==> src/rtl/i2s_capture.sv <==
// I2S receiver front end: derives scki/bclk/lrck from one free-running counter
// and deserialises din into left/right words, discarding a start-up holdoff.
module i2s_capture #(
  parameter int DATA_W         = 24,
  parameter int STARTUP_FRAMES = 4
) (
  input  logic              clk,
  input  logic              reset,
  input  logic              din,
  output logic              scki,
  output logic              bclk,
  output logic              lrck,
  output logic [DATA_W-1:0] left,
  output logic [DATA_W-1:0] right,
  output logic              valid,
  output logic              ready
);

  localparam int FC_W = (STARTUP_FRAMES < 2) ? 1 : $clog2(STARTUP_FRAMES + 1);
  localparam logic [4:0]      LAST_SLOT = 5'(DATA_W);
  localparam logic [FC_W-1:0] FC_LAST   = FC_W'((STARTUP_FRAMES > 0) ? STARTUP_FRAMES - 1 : 0);

  logic [8:0]        cnt;
  logic [DATA_W-1:0] shift_q;
  logic [DATA_W-1:0] left_hold;
  logic [FC_W-1:0]   frame_cnt;

  logic [4:0]        slot;
  logic              sample_edge;
  logic              in_word;
  logic              word_done;
  logic [DATA_W-1:0] shift_next;

  // Clock outputs come straight from counter flops, so they cannot glitch.
  assign scki = cnt[0];
  assign bclk = cnt[2];
  assign lrck = cnt[8];

  always_comb begin
    slot        = cnt[7:3];
    sample_edge = (cnt[2:0] == 3'b101);
    in_word     = (slot != 5'd0) && (slot <= LAST_SLOT);
    word_done   = sample_edge && (slot == LAST_SLOT);
    shift_next  = DATA_W'({shift_q, din});
  end

  always_ff @(posedge clk) begin
    if (reset) begin
      cnt       <= '0;
      shift_q   <= '0;
      left_hold <= '0;
      left      <= '0;
      right     <= '0;
      valid     <= 1'b0;
      ready     <= 1'b0;
      frame_cnt <= '0;
    end else begin
      cnt   <= cnt + 9'd1;
      valid <= 1'b0;

      if (sample_edge && in_word)
        shift_q <= shift_next;

      if (word_done && !cnt[8])
        left_hold <= shift_next;

      // The completing right word is taken from shift_next, which already
      // holds the LSB sampled on this same edge.
      if (word_done && cnt[8]) begin
        if (ready) begin
          left  <= left_hold;
          right <= shift_next;
          valid <= 1'b1;
        end else if (STARTUP_FRAMES != 0) begin
          frame_cnt <= frame_cnt + FC_W'(1);
          if (frame_cnt == FC_LAST)
            ready <= 1'b1;
        end
      end

      if (STARTUP_FRAMES == 0)
        ready <= 1'b1;
    end
  end

endmodule
==> config.mk <==
export PLATFORM = sky130hd
export DESIGN_NAME = i2s_capture
export DESIGN_NICKNAME = d
export VERILOG_FILES = /design/src/rtl/i2s_capture.sv
export SDC_FILE = /design/constraint.sdc
export NUM_CORES = 1
export LEC_CHECK = 0
export ABC_AREA = 1
export BUFFER_PORTS_ARGS = -buffer_cell sky130_fd_sc_hd__buf_2
export CORE_MARGIN = 2
export CORE_UTILIZATION = 40
export CTS_BUF_LIST = sky130_fd_sc_hd__clkbuf_8
export CTS_CLUSTER_DIAMETER = 100
export DETAILED_ROUTE_END_ITERATION = 8
export PLACE_DENSITY = 0.63
export SLEW_MARGIN = 15
export SYNTH_ARGS = -nofsm -noshare
export SYNTH_HDL_FRONTEND = slang
export SYNTH_SLANG_ARGS = --single-unit
==> constraint.sdc <==
create_clock -name clk -period 1.65 [get_ports clk]
set_input_delay 0.33 -clock clk [delete_from_list [all_inputs] [get_ports clk]]
set_output_delay 0.33 -clock clk [all_outputs]
set_load 0.005 [all_outputs]
==> results.yml <==
outcome:
  status: "finished, final reports clean"
clock_network:
  h-tree-depth: 3
  post-cts-setup-buffer-count: 0
  clk_pin_slew_ns: 0.10
  worstSkewPairLatency_ns: 0.37
  clockBufferDepth: 2
  cts_buffers: 9
  clock_sinks: 109
  cts_tree: "built"
  cts_root_buf: "clkbuf_8"
pwr:
  p_int_uw: 3360
  seq_power_share_pct: 61.1
  irDropWorstVdd_mv: 0.362
  p_per_area_nw_per_um2: 853
  swShare_pct: 22.4
  p_leak_uw: 0.00279
  p_comb_share_pct: 2.0
  pwr-share-clk_pct: 36.9
  switchingPower_uw: 968
worst_setup_path:
  path_class: "register to register"
  cp_max_fo: 24
  crit_path_end_kind: "register"
  start_kind: "register"
  crit_arrival_ns: 1.80
  rr_startpoint: "cnt[1]"
  worstPathRequired_ns: 1.96
  reg2reg_depth: 7
  r2r-end: "left_hold[4]"
  r2r_slack_ns: 0.16
floorplanning:
  chipHeight_um: 109
  die_x_um: 109
  die_area_um2: 12000
  rows: 38
  pin_count: 56
  start_util_pct: 41.0
  core_area_um2: 10800
sta:
  relSlewSlack_pct: 78.3
  rsz0062_at_grt: "false"
  setup_viol: 0
  max_clock_freq_ghz: 0.670
  fin_ws_ns: 0.157
  tightest_slew_ns: 0.325
  finClkSkew_ns: 0.00911
  period_share_pct: 90.5
  hold_violations: 0
  fin_tns_setup_ns: 0
  final_max_slew_viol_count: 0
  min_period_ns: 1.49
final_layout:
  utilization_pct: 46.8
  diodes: 0
  fillers: 1119
  final_layout_size_suffix_gt1_share_pct: 13.1
  fin_nets: 697
  area_delta_synth_final_pct: 14.2
  fin_cells: 835
  multi_input_area_um2: 1770
  regArea_um2: 2180
min_path:
  holdPathStages: 3
  min_to: "shift_q[0]"
  min_from: "din"
  hold_path.class: "input pin to register"
synthesis:
  yosysTopAreaCell: "dfxtp_1"
  synth_top_area_share_pct: 49.2
  syn_nets: 651
  netlist_area_um2: 4440
  synthDistinctLibCells: 19
  synth-seq-cells: 109
  synth_edf_count: 0
  syn_inst: 644
  synth_area_per_cell_um2: 6.89
  yosysMostFrequentCell: "nand2_1"
  synth_area_leaders: "dfxtp_1 (49%), nand2_1 (15%), nor2_1 (13%), inv_1 (6.8%), nand4_1 (3.7%)"
  yosys_warnings: 0
  synth-async-reset-ratio_pct: 0
  synth_commonest_cells: "nand2_1 (181), nor2_1 (157), dfxtp_1 (109)"
  synth-seq-area-share_pct: 49.2
  synth_ff_type: "dfxtp_1"
route:
  dr_total_vias: 3710
  first_pass_iters: 4
  drt-initial-drc-count: 153
  wl_per_cell_um: 10.9
  via_per_inst: 4.44
  antenna_left: 0
  wirelength_um: 9120
  remaining_drc_errors: 0
global_routing:
  grtUsageTotal_pct: 16.2
  grt_pass1_wl_um: 15200
  gr-total-overflow: 0
  grt_pass1_vias: 3279
  grt_max_degree: 47
  antenna_found_initial: 0
placed_design:
  gp_congestion: 0.732
  preCtsSetupSlack_ns: 0.142
  dp.cells: 819
  portBuffers: 55
  dp_hpwl_um: 5890
job:
  max_cap_violations: 0
## layer usage
layer	track usage, %	up-vias	wire [µm]
li1	-	2023	-
met1	22.9	1620	4850
met2	23.8	58	3760
met3	3.79	9	379
met4	6.24	0	127
met5	0	-	0
## cells by family (layout without fill, tap and decap cells)
group / after synthesis / count (layout) / share of synthesized area (%)
xor gates and xnor gates: 1 / 1 / 0.197
buffers and inverters: 118 / 169 / 11.1
and+or+nand+nor: 377 / 377 / 34.5
AOI/OAI and AO/OA: 35 / 35 / 3.95
adders and majority gates: 4 / 4 / 1.13
DFF: 109 / 109 / 49.2
## power by group through the flow
stage                     combinational (µW)  clock [µW]  sequential, µW
after floorplan                         49.6           0            2700
after global placement                  86.0           0            2700
after detailed placement                87.2           0            2700
after CTS                               87.5        1660            2640
after global routing                    95.2        1760            2640
final                                   86.0        1600            2640
## worst max-delay path, cell delays in order, from the launching register on
cell     delay, ns
dfxtp_1       0.33
inv_1         0.05
ha_1          0.13
nand2_1       0.09
nor2_4        0.19
buf_4         0.30
nand4_1       0.17
a21oi_1       0.17
## worst max-delay path by stage
stage	startpoint	to
4_1_cts	cnt[1]	right[2]
3_5_place_dp	cnt[1]	right[3]
5_1_grt	cnt[4]	frame_cnt[1]
6_report	cnt[1]	left_hold[4]
2_1_floorplan	cnt[0]	right[18]
3_3_place_gp	cnt[1]	left[22]
## what timing repair did
action	in CTS	in global routing
setup endpoints to repair	0	1
hold buffers	0	0
endpoints found under the hold margin	0	0
resized for setup	0	1
## stage by stage
stage          power [µW]  hold slack, ns  area, µm²
6_report             4320           0.245       5070
5_1_grt              4500           0.238       5070
4_1_cts              4390           0.224       5070
3_5_place_dp         2790           0.454       4880
3_3_place_gp         2790           0.450       4880
2_1_floorplan        2750           0.440       4440
## state kept, by name, summed over array words and instances (netlist names)
name and cells:
left 24, left_hold 24, right 24, shift_q 23, cnt 9, frame_cnt 3, ready 1, valid 1
## final cells by class
type / count / area share, %
Clock buffer: 9 / 2.44
Clock inverter: 7 / 1.28
Inverter: 85 / 6.29
Multi-Input combinational cell: 417 / 34.8
Sequential cell: 109 / 43.0
Tap cell: 140 / 3.46
Timing Repair Buffer: 68 / 8.66
## cells in the final DEF, fill, tap and decap left out, drive strengths merged
cell      synthesis  routed
nand3b            1       1
nand4            27      27
clkinvlp          0       1
o21ai             4       4
nor2            159     159
ha                4       4
nand3             7       7
inv              85      87
buf              21      68
a21oi            31      31
dfxtp           109     109
clkbuf           12       9
xnor2             1       1
clkinv            0       3
nor3              2       2
bufinv            0       1
nand2           181     181
Power figures use the tool's default switching activity.
